--- src/rtl/drive_arbiter.sv ---
// -----------------------------------------------------------------------------
// drive_arbiter
// Arbitrates the shared motor command lines between the manual driver path and
// the autonomous obstacle-avoidance controller. Exactly one source owns the
// motors at a time. Every ownership change passes through a dead-time in which
// all motor commands and grants are idle. Contradictory commands on an axis
// (fwd+bwd, left+right) are cancelled before they reach the motors.
//
// Parameters:
//   DEAD_CYCLES  cycles of forced all-stop per ownership change (1..255)
//   CNT_W        dead-time counter width, must hold DEAD_CYCLES
//
// Ports:
//   clk, rst                 clock, synchronous active-low reset
//   req_manual, req_auto     level ownership requests (manual has priority)
//   man_*, auto_*            motion commands from each source
//   front_detector           obstacle ahead (only with FRONT_SAFETY_STOP_EN)
//   grant_manual, grant_auto registered ownership grants
//   move_*, turn_*           registered, sanitised motor commands
//   arb_state                FSM state: IDLE=00 DEAD=01 MAN=10 AUTO=11
//   preempt_pulse            one-cycle pulse when manual preempts auto
//
// Optional feature macro: FRONT_SAFETY_STOP_EN
//   Defined   : move_forward is forced 0 whenever front_detector is 1.
//   Undefined : front_detector is ignored.
// -----------------------------------------------------------------------------
module drive_arbiter #(
    parameter int DEAD_CYCLES = 4,
    parameter int CNT_W       = 8
) (
    input  logic       clk,
    input  logic       rst,
    input  logic       req_manual,
    input  logic       req_auto,
    input  logic       man_fwd,
    input  logic       man_bwd,
    input  logic       man_left,
    input  logic       man_right,
    input  logic       auto_fwd,
    input  logic       auto_bwd,
    input  logic       auto_left,
    input  logic       auto_right,
    input  logic       front_detector,
    output logic       grant_manual,
    output logic       grant_auto,
    output logic       move_forward,
    output logic       move_backward,
    output logic       turn_left,
    output logic       turn_right,
    output logic [1:0] arb_state,
    output logic       preempt_pulse
);

    localparam logic [1:0] ST_IDLE = 2'b00;
    localparam logic [1:0] ST_DEAD = 2'b01;
    localparam logic [1:0] ST_MAN  = 2'b10;
    localparam logic [1:0] ST_AUTO = 2'b11;

    localparam logic [1:0] TGT_NONE = 2'b00;
    localparam logic [1:0] TGT_MAN  = 2'b10;
    localparam logic [1:0] TGT_AUTO = 2'b11;

    localparam logic [CNT_W-1:0] CNT_LAST = CNT_W'(DEAD_CYCLES - 1);
    localparam logic [CNT_W-1:0] CNT_ONE  = CNT_W'(1);

    // Command vector layout: {fwd, bwd, left, right}; each axis cancels
    // independently when both of its directions are requested.
    function automatic logic [3:0] sanitise(input logic [3:0] cmd);
        logic [3:0] res;
        res = cmd;
        if (cmd[3] && cmd[2]) begin
            res[3:2] = 2'b00;
        end else begin
            res[3:2] = cmd[3:2];
        end
        if (cmd[1] && cmd[0]) begin
            res[1:0] = 2'b00;
        end else begin
            res[1:0] = cmd[1:0];
        end
        return res;
    endfunction

    logic [1:0]       state_r;
    logic [1:0]       target_r;
    logic [CNT_W-1:0] cnt_r;
    logic [1:0]       state_next_s;
    logic [1:0]       target_next_s;
    logic [CNT_W-1:0] cnt_next_s;
    logic             preempt_s;
    logic [3:0]       cmd_s;
    logic [3:0]       motor_next_s;
    logic [3:0]       man_cmd_s;
    logic [3:0]       auto_cmd_s;

    assign man_cmd_s  = {man_fwd, man_bwd, man_left, man_right};
    assign auto_cmd_s = {auto_fwd, auto_bwd, auto_left, auto_right};

    // Next-state, target and dead-time counter logic.
    always_comb begin
        state_next_s  = state_r;
        target_next_s = target_r;
        cnt_next_s    = cnt_r;
        preempt_s     = 1'b0;
        case (state_r)
            ST_IDLE: begin
                if (req_manual) begin
                    target_next_s = TGT_MAN;
                    state_next_s  = ST_DEAD;
                    cnt_next_s    = '0;
                end else if (req_auto) begin
                    target_next_s = TGT_AUTO;
                    state_next_s  = ST_DEAD;
                    cnt_next_s    = '0;
                end else begin
                    state_next_s  = ST_IDLE;
                end
            end
            ST_DEAD: begin
                if (req_manual && (target_r != TGT_MAN)) begin
                    // Manual arriving mid dead-time gets a full dead-time.
                    target_next_s = TGT_MAN;
                    cnt_next_s    = '0;
                end else begin
                    // A dropped target is replaced without restarting the count.
                    if ((target_r == TGT_MAN) && !req_manual) begin
                        target_next_s = req_auto ? TGT_AUTO : TGT_NONE;
                    end else if ((target_r == TGT_AUTO) && !req_auto) begin
                        target_next_s = TGT_NONE;
                    end else begin
                        target_next_s = target_r;
                    end
                    if (cnt_r == CNT_LAST) begin
                        cnt_next_s = '0;
                        case (target_next_s)
                            TGT_MAN:  state_next_s = ST_MAN;
                            TGT_AUTO: state_next_s = ST_AUTO;
                            default:  state_next_s = ST_IDLE;
                        endcase
                    end else begin
                        cnt_next_s = cnt_r + CNT_ONE;
                    end
                end
            end
            ST_MAN: begin
                if (!req_manual) begin
                    target_next_s = req_auto ? TGT_AUTO : TGT_NONE;
                    state_next_s  = ST_DEAD;
                    cnt_next_s    = '0;
                end else begin
                    state_next_s  = ST_MAN;
                end
            end
            ST_AUTO: begin
                if (req_manual) begin
                    preempt_s     = 1'b1;
                    target_next_s = TGT_MAN;
                    state_next_s  = ST_DEAD;
                    cnt_next_s    = '0;
                end else if (!req_auto) begin
                    target_next_s = TGT_NONE;
                    state_next_s  = ST_DEAD;
                    cnt_next_s    = '0;
                end else begin
                    state_next_s  = ST_AUTO;
                end
            end
            default: begin
                state_next_s  = ST_IDLE;
                target_next_s = TGT_NONE;
                cnt_next_s    = '0;
            end
        endcase
    end

    // Motor command selection: only a source that owns the motors before and
    // after this edge drives them, so any ownership change idles the lines.
    always_comb begin
        cmd_s = 4'b0000;
        if ((state_r == ST_MAN) && (state_next_s == ST_MAN)) begin
            cmd_s = sanitise(man_cmd_s);
        end else if ((state_r == ST_AUTO) && (state_next_s == ST_AUTO)) begin
            cmd_s = sanitise(auto_cmd_s);
        end else begin
            cmd_s = 4'b0000;
        end
`ifdef FRONT_SAFETY_STOP_EN
        motor_next_s = {cmd_s[3] & ~front_detector, cmd_s[2:0]};
`else
        motor_next_s = cmd_s;
`endif
    end

`ifndef FRONT_SAFETY_STOP_EN
    logic unused_front_s;
    assign unused_front_s = front_detector;
`endif

    // State, target, counter and all registered outputs.
    always_ff @(posedge clk) begin
        if (!rst) begin
            state_r       <= ST_IDLE;
            target_r      <= TGT_NONE;
            cnt_r         <= '0;
            grant_manual  <= 1'b0;
            grant_auto    <= 1'b0;
            move_forward  <= 1'b0;
            move_backward <= 1'b0;
            turn_left     <= 1'b0;
            turn_right    <= 1'b0;
            preempt_pulse <= 1'b0;
        end else begin
            state_r       <= state_next_s;
            target_r      <= target_next_s;
            cnt_r         <= cnt_next_s;
            grant_manual  <= (state_next_s == ST_MAN);
            grant_auto    <= (state_next_s == ST_AUTO);
            move_forward  <= motor_next_s[3];
            move_backward <= motor_next_s[2];
            turn_left     <= motor_next_s[1];
            turn_right    <= motor_next_s[0];
            preempt_pulse <= preempt_s;
        end
    end

    assign arb_state = state_r;

endmodule

--- config.mk ---
export PLATFORM = sky130hd
export DESIGN_NAME = drive_arbiter
export DESIGN_NICKNAME = d
export VERILOG_FILES = /design/src/rtl/drive_arbiter.sv
export SDC_FILE = /design/constraint.sdc
export NUM_CORES = 1
export LEC_CHECK = 0
export CORE_ASPECT_RATIO = 0.8
export CORE_MARGIN = 1.5
export CORE_UTILIZATION = 40
export DETAILED_ROUTE_END_ITERATION = 12
export PLACE_DENSITY_LB_ADDON = 0.12
export SYNTH_ARGS = -nofsm -noshare
export SYNTH_HDL_FRONTEND = slang
export SYNTH_SLANG_ARGS = --single-unit
--- constraint.sdc ---
create_clock -name clk -period 2.2 [get_ports clk]
set_input_delay 0.44 -clock clk [delete_from_list [all_inputs] [get_ports clk]]
set_output_delay 0.44 -clock clk [all_outputs]
set_load 0.01 [all_outputs]
==> impl_metrics.yaml <==
clocking:
  cts_tree: "yes"
  postCtsHoldBufs: 0
  clkSlewWorstSetupHoldPaths_ns: 0.11
  h-tree-depth: 1
  numCtsBuffers: 3
  clkLatencyLatePin_ns: 0.30
  post_cts_buffers: 0
  cts-resized-gates: 0
  cts_sinks: 19
  clock_path_buffers: 2
  clock-root-buffer: "clkbuf_4"
setup_path:
  crit_family: "buffers and inverters"
  critical_path.startpoint_type: "flip-flop"
  cp_max_fo: 16
  arrival_ns: 1.54
  cpMaxStageDelayCell: "clkdlybuf4s50_1"
  cp.buffers_inverters: 1
  end_kind: "output port"
  path_cells: "clkdlybuf4s50_1"
  max_stage_delay_ns: 0.63
  required_ns: 1.76
  critical_path_class: "reg -> out"
floorplan:
  boundaryPins: 22
  rows: 16
  die_h_um: 48.08
  die_w_um: 59.35
  fp.dieArea_mm2: 0.002853
  coreArea_mm2: 0.002422
  initial_core_util_pct: 41.94
pwr:
  comb_power_share_pct: 13.2
  p_clk_share_pct: 28.6
  pwr-share-seq_pct: 58.2
  p_total_uw: 619.0
  power_density_mw_per_mm2: 479.8
  p_sw_share_pct: 25.46
  leakagePower_nw: 0.4554
  ir_worst_vdd_v: 0.0003137
  net-switching-power_uw: 157.6
  p_int_uw: 461.4
placed_design:
  hpwl_um: 1518
  numPortBuffers: 20
  place_inst: 171
  gp_congestion: 0.7693
timing:
  post-route-min-period_ns: 1.979
  finalSetupViolCount: 0
  tightest_slew_ns: 0.7297
  finClkSkew_ns: 0.003202
  fmax_mhz: 505.3
  drv_slew: 0
  grt_setup_unrepaired: "no"
  finalHoldViolCount: 0
  tns_ns: 0
  slew_headroom_pct: 50.90
  post-route-period-util_pct: 89.96
detailed_routing:
  drtIter0Drc: 44
  vias_per_cell: 5.280
  wire_per_inst_um: 12.03
  ant_nets: 0
  via_count: 924
  drc: 0
  drt-pass1-iter-count: 4
  routed_wirelength_um: 2106
yosys:
  synth-async-reset-ratio_pct: 0
  yosysSeqAreaShare_pct: 37.44
  synth-seq-cells: 19
  synth_cells: 117
  syn_area_mm2: 0.001016
  synth_edf_count: 0
  syn_nets: 131
  syn_avg_cell_area_um2: 8.684
  yosysWarnings: 0
  synth_cell_types: 39
  synthFlopType: "dfxtp_1"
layout:
  area_growth_pct: 26.97
  finish.utilization_pct: 53.25
  drive_above_1_share_pct: 9.353
  stdcell_count: 175
  diodes: 0
  fillers: 233
  layout.nets: 154
  final_cell_mix: "clkdlybuf4s50_1, dfxtp_1, a21oi_1"
  layout_commonest_cell: "clkdlybuf4s50_1"
global_route:
  track_usage_pct: 15.88
  grt_pass1_vias: 728
  gr-total-overflow: 0
  antenna_found_initial: 0
  grt_max_degree: 17
  grt_pass1_wl_um: 3353
flow_run:
  cap_violations: 0
outcome:
  outcome: "complete, no violations"
worst_hold_path:
  hp-class: "reg -> reg"
## metrics by stage
stage / setup slack [ns] / instance area (um^2) / hold WS [ns]
floorplan: 0.5301 / 1016 / 0.4531
global placement: 0.02067 / 1262 / 0.4795
detailed placement: -0.004590 / 1262 / 0.4875
CTS: 0.1853 / 1290 / 0.5040
global route: 0.1120 / 1290 / 0.5462
finish: 0.2210 / 1290 / 0.4999
## worst reg2reg max path: stages (launching register included)
cell and delay [ns]:
dfxtp_1 0.39, ha_1 0.23, nor4b_1 0.40, nand2_1 0.14
a21oi_1 0.55, nor4_1 0.12
## registers in the layout, summed over array words and instances (netlist names)
| signal | cells |
|---|---|
| turn_left | 1 |
| grant_manual | 1 |
| arb_state | 2 |
| turn_right | 1 |
| grant_auto | 1 |
| target_r | 2 |
| move_backward | 1 |
| preempt_pulse | 1 |
| cnt_r | 8 |
| move_forward | 1 |
## cells in the mapped netlist, types with 2 or more instances
master | count | area share (%)
nor2b_1 | 2 | 1.2
a21o_1 | 2 | 1.5
buf_2 | 2 | 0.99
and3b_1 | 2 | 1.7
nor4_1 | 5 | 3.1
nor2_1 | 4 | 1.5
and3_1 | 2 | 1.2
dfxtp_1 | 19 | 37
inv_1 | 3 | 1.1
nand3b_1 | 10 | 7.4
nor3_1 | 6 | 3.0
nand2_1 | 6 | 2.2
xnor2_1 | 2 | 1.7
clkbuf_1 | 4 | 1.5
nand2b_1 | 3 | 1.8
mux2i_1 | 3 | 3.0
o21ai_0 | 4 | 2.0
a21oi_1 | 12 | 5.9
nand3_1 | 5 | 2.5
xor2_1 | 2 | 1.7
## kinds of logic (layout without fill, tap and decap cells)
kind of cell,count (synthesis),in the layout,synth area share (%)
flops,19,19,37.44
simple gates,53,53,33.74
fa+ha+maj,2,2,2.217
xor+xnor,4,4,3.449
mux,3,3,2.956
buf+inv,11,33,5.418
compound gates,25,25,14.78
## layer usage
layer / track usage, % / wire (um) / vias up
li1: - / - / 478
met1: 22.12 / 1070 / 415
met2: 23.52 / 874 / 29
met3: 6.216 / 146 / 2
met4: 2.727 / 15 / 0
met5: 0 / 0 / -
## power groups by stage
stage / combinational (mW) / sequential (mW) / clock, mW
final: 0.0815 / 0.360 / 0.177
after global routing: 0.0901 / 0.362 / 0.198
after CTS: 0.0823 / 0.360 / 0.186
after detailed placement: 0.0814 / 0.368 / 0
after global placement: 0.0793 / 0.368 / 0
after floorplan: 0.0475 / 0.364 / 0
## path summary, 6_finish.rpt
check	to	startpoint	slack [ns]	depth (start not counted)
setup / recovery	arb_state[0]	arb_state[0]	0.22	1
hold / removal	target_r[0]	target_r[0]	0.50	2
setup reg to reg	cnt_r[5]	cnt_r[0]	0.23	5
hold reg to reg	target_r[0]	target_r[0]	0.50	2
## area by class of cell
type	instances	area [um^2]	area share [%]
well taps	36	45.04	3.492
clock inverters	1	5.005	0.3880
flip-flops and latches	19	380.4	29.49
inverters	3	11.26	0.8729
clock buffers	3	22.52	1.746
multi-input cells	87	580.6	45.00
repair buffers	26	245.2	19.01
Note: power is estimated with default switching activity, not from simulation.
==> RTL change 1, RTL diff (config.mk and constraints unchanged) <==
Build with the macro `FRONT_SAFETY_STOP_EN` defined.
--- a/src/rtl/drive_arbiter.sv
+++ b/src/rtl/drive_arbiter.sv
@@ -24,6 +24,8 @@
 //   Defined   : move_forward is forced 0 whenever front_detector is 1.
 //   Undefined : front_detector is ignored.
 // -----------------------------------------------------------------------------
+`define FRONT_SAFETY_STOP_EN
+
 module drive_arbiter #(
     parameter int DEAD_CYCLES = 4,
     parameter int CNT_W       = 8
Function: changed (a bounded check fails within 10 cycles, from zero or initial values and one cycle with rst low).
==> RTL change 1 against the original RTL <==
Total power is 3.6% higher. Critical path depth increased by 6. Setup slack better by 4.7 ps. Final area increased by 4.4%. Via count rose by 3.7%. Count of clock-buffer cells in the layout is 1 higher. Critical path type is now input port to register. Register-to-register slack gained 160 ps. Wire length increased by 7.8%. Worst hold slack better by 12 ps. Area after synthesis fell by 1.2%. Highest routed layer is now met3. Sequential cell count stayed put. Synthesized cell count down 3.4%. Utilization grew 2.3 points. Critical endpoint is now cnt_r[4].
==> RTL change 1: results (changes against the original RTL) <==
| Metric | Value |
|---|---|
| DP HPWL | 1.640 mm (was 1.518 mm) |
| Clk. pwr | 0.000182 W (was 0.000177 W) |
| Reg2reg end | arb_state[0] (was cnt_r[5]) |
| Met1 WL | 1.107 mm (was 1.070 mm) |
| Share of cells above drive strength 1 | 13.89% (was 9.353%) |
| M3 GR Usage | 5.946% (was 6.216%) |
| DRT iter0 DRCs | 29 (was 44) |
| Vias per cell | 5.322 (was 5.280) |
| Pint | 0.0004792 W (was 0.0004614 W) |
| GPL Wtd Cong | 0.7853 (was 0.7693) |
| Slew HR | 71.18% (was 50.90%) |
| Met3 wire length | 112 um (was 146 um) |
| Crit path capture | cnt_r[4] (was arb_state[0]) |
| Vias in the first global route | 747 (was 728) |
| Hold_sp | cnt_r[7] (was target_r[0]) |
| Largest net degree at the start of global routing | 14 (was 17) |
| Met1 usage | 22.48% (was 22.12%) |
| Met2 GRT Util | 26.00% (was 23.52%) |
| PortBufs | 21 (was 20) |
| P_leak | 0.4950 nW (was 0.4554 nW) |
| Fraction of synthesized area in multiplexers | 0.9975% (was 2.956%) |
| Clock Path Buffers | 2 (unchanged) |
| XOR/XNOR Fraction of Synth Area | 3.491% (was 3.448%) |
| Post-synthesis compound-gate area fraction | 18.83% (was 14.78%) |
| Post-place instance area | 1314 um^2 (was 1262 um^2) |
| Slowest CP cell | clkdlybuf4s50_1 (unchanged) |
| Critical Path Start | req_manual (was arb_state[0]) |
| Status | complete, no violations (unchanged) |
| Final hold slack | 512.0 ps (was 499.9 ps) |
| P_comb | 0.000101 W (was 0.0000815 W) |
| Total Routing Usage GR | 16.55% (was 15.88%) |
| Fin crit share | 89.74% (was 89.96%) |
| Top Layer Used | met3 (was met4) |
| Maximum VDD drop | 0.3280 mV (was 0.3137 mV) |
| R2R Setup Slk | 390 ps (was 230 ps) |
| Commonest cells in the netlist | 19 x dfxtp_1, 12 x nor2_1, 6 x nand3b_1 (was 19 x dfxtp_1, 12 x a21oi_1, 10 x nand3b_1, 6 x nand2_1, 6 x nor3_1) |
| Syn_nets | 127 (was 131) |
| Critical path arrival | 2180 ps (was 1540 ps) |
| Area contributors post-synth | dfxtp_1 38%, nand3b_1 4.5%, nor2_1 4.5%, nor4_1 3.1%, xnor2_1 2.6% (was dfxtp_1 37%, nand3b_1 7.4%, a21oi_1 5.9%, nor4_1 3.1%, mux2i_1 3.0%) |
| Sequential element share of the synthesized area | 37.91% (was 37.44%) |
| Synth Area in Adders | 2.244% (was 2.217%) |
| Place WS | -71.51 ps (was -4.590 ps) |
| Final Net Count | 159 (was 154) |
| Routed len/inst | 12.61 um (was 12.03 um) |
| Metal2 WL | 1.051 mm (was 874 um) |
| Post-synth cell types | 47 (was 39) |
| Clk pwr share | 28.3% (was 28.6%) |
| Global-route wire length before repair | 3.422 mm (was 3.353 mm) |
==> RTL change 1: changes by cell type after synthesis, moves of 2 or more <==
cell | before | now
nand3_1 | 5 | 3
nor3b_1 | 0 | 2
mux2i_1 | 3 | 1
nor2b_1 | 2 | 4
nand2_1 | 6 | 1
nor2_1 | 4 | 12
a21oi_1 | 12 | 1
inv_1 | 3 | 5
a21boi_0 | 1 | 3
nand3b_1 | 10 | 6
nor3_1 | 6 | 3
==> RTL change 1: area by class of cell <==
type	count	area (um^2)	area share, %
multi-input combinational	82	568.0	42.19
sequential	19	380.4	28.25
timing repair buffer	34	307.8	22.86
tap	36	45.04	3.346
clock buffer	4	26.28	1.952
inverter	5	18.77	1.394
==> RTL change 1: through the flow <==
step | std cells | TNS (ps)
after floorplan | 113 | 0
after global placement | 176 | -410.7
after detailed placement | 176 | -443.1
after CTS | 180 | 0
after global routing | 180 | 0
final | 180 | 0
==> RTL change 1: critical path, delay by kind of cell <==
family,cells,cell delay [ps]
buf+inv,3,880
compound gates,1,230
simple gates,3,620
==> RTL change 2, RTL diff (config.mk and constraints unchanged) <==
Without the edit above. Reset style: asynchronous (`rst`), changed in one clocked block. Comments in the files are not updated.
--- a/src/rtl/drive_arbiter.sv
+++ b/src/rtl/drive_arbiter.sv
@@ -197,7 +197,7 @@
 `endif
 
     // State, target, counter and all registered outputs.
-    always_ff @(posedge clk) begin
+    always_ff @(posedge clk or negedge rst) begin
         if (!rst) begin
             state_r       <= ST_IDLE;
             target_r      <= TGT_NONE;
Function: differs if rst is asserted again (counterexample within 4 cycles, from zero or initial values and one cycle with rst low); with rst held inactive, the same outputs for 10 cycles.
==> RTL change 2 against the original RTL <==
Sequential cell count stayed put. Die area is 6.8% higher. Non-clock buffer count is 3 lower. First-iteration DRC count is 32% lower. Fmax is 1.0% higher. Wire length is 2.8% higher. Setup slack better by 20 ps. Final area is 2.9% higher. Via count is 1.8% lower. Critical path type unchanged. Utilization is 0.63 points lower. Area after synthesis is 7.3% higher.
Power is not compared: it rests on default switching activity, and its combinational part moved more than twofold at a synthesized area within 25%.
==> RTL change 2: results (changes against the original RTL) <==
| Metric | Value |
|---|---|
| Post-Synthesis Cells | 110 (was 117) |
| DRT iter0 DRCs | 30 (was 44) |
| Crit path capture | arb_state[1] (was arb_state[0]) |
| Largest net degree at the start of global routing | 20 (was 17) |
| Met2 GRT Util | 24.65% (was 23.52%) |
| Finished Layout Cells | 166 (was 175) |
| Syn_nets | 124 (was 131) |
| Critical register-to-register path startpoint | cnt_r[0] (unchanged) |
| Max Clk Rate | 510.4 MHz (was 505.3 MHz) |
| Total Routing Usage GR | 16.50% (was 15.88%) |
| DP Cell Count | 162 (was 171) |
| Metal2 WL | 947 um (was 874 um) |
| GPL Wtd Cong | 0.7326 (was 0.7693) |
| Post-place instance area | 1301 um^2 (was 1262 um^2) |
| DP HPWL | 1.557 mm (was 1.518 mm) |
| Post-synth cell types | 44 (was 39) |
| Area contributors post-synth | dfrtp_1 44%, nand3_1 4.6%, nand2_1 3.8%, nand2b_1 3.4%, o32ai_1 3.2% (was dfxtp_1 37%, nand3b_1 7.4%, a21oi_1 5.9%, nor4_1 3.1%, mux2i_1 3.0%) |
| Status | complete, no violations (unchanged) |
| Reg2reg end | arb_state[0] (was cnt_r[5]) |
| Met1 usage | 23.71% (was 22.12%) |
| Share of cells above drive strength 1 | 13.85% (was 9.353%) |
| Fillers | 249 (was 233) |
| Critical Path Start | arb_state[1] (was arb_state[0]) |
| Asr flop ratio synth | 100.0% (was 0%) |
| M3 GR Usage | 4.987% (was 6.216%) |
| Vias per cell | 5.464 (was 5.280) |
| Crit-path max FO | 12 (was 16) |
| Clock Skew | 8.410 ps (was 3.202 ps) |
| Type of the worst min-delay path | input port to asynchronous set/reset pin (was register to register) |
| Synth Area in Adders | 1.148% (was 2.217%) |
| Post-synthesis compound-gate area fraction | 17.91% (was 14.78%) |
| R2R Setup Slk | 530 ps (was 230 ps) |
| Routed len/inst | 13.05 um (was 12.03 um) |
| Vias in the first global route | 860 (was 728) |
| XOR/XNOR Fraction of Synth Area | 0% (was 3.448%) |
| Place WS | 185.4 ps (was -4.590 ps) |
## RTL change 2: cell types whose count changed in the layout (fill, tap and decap cells not counted), moves of 4 or more
| cell | before | now |
|---|---|---|
| nor4_1 | 5 | 0 |
| nand3b_1 | 10 | 1 |
| dfrtp_1 | 0 | 19 |
| nand2_1 | 6 | 11 |
| dfxtp_1 | 19 | 0 |
| nor3_1 | 6 | 1 |
| a21oi_1 | 12 | 5 |
| o32ai_1 | 0 | 4 |
| inv_1 | 3 | 7 |
| nand3_1 | 5 | 10 |
## RTL change 2: cell type report
| class | count | share of cell area [%] |
|---|---|---|
| clock buffers | 4 | 1.979 |
| inverters | 7 | 1.979 |
| multi-input cells | 77 | 40.06 |
| flip-flops and latches | 19 | 35.82 |
| well taps | 36 | 3.393 |
| repair buffers | 23 | 16.78 |
## RTL change 2: power breakdown
part / internal (W) / switching [W]
sequential: 0.000405 / 0.0000902
combinational: 0.000189 / 0.000185
clock: 0.0000706 / 0.000109
total: 0.000665 / 0.000385
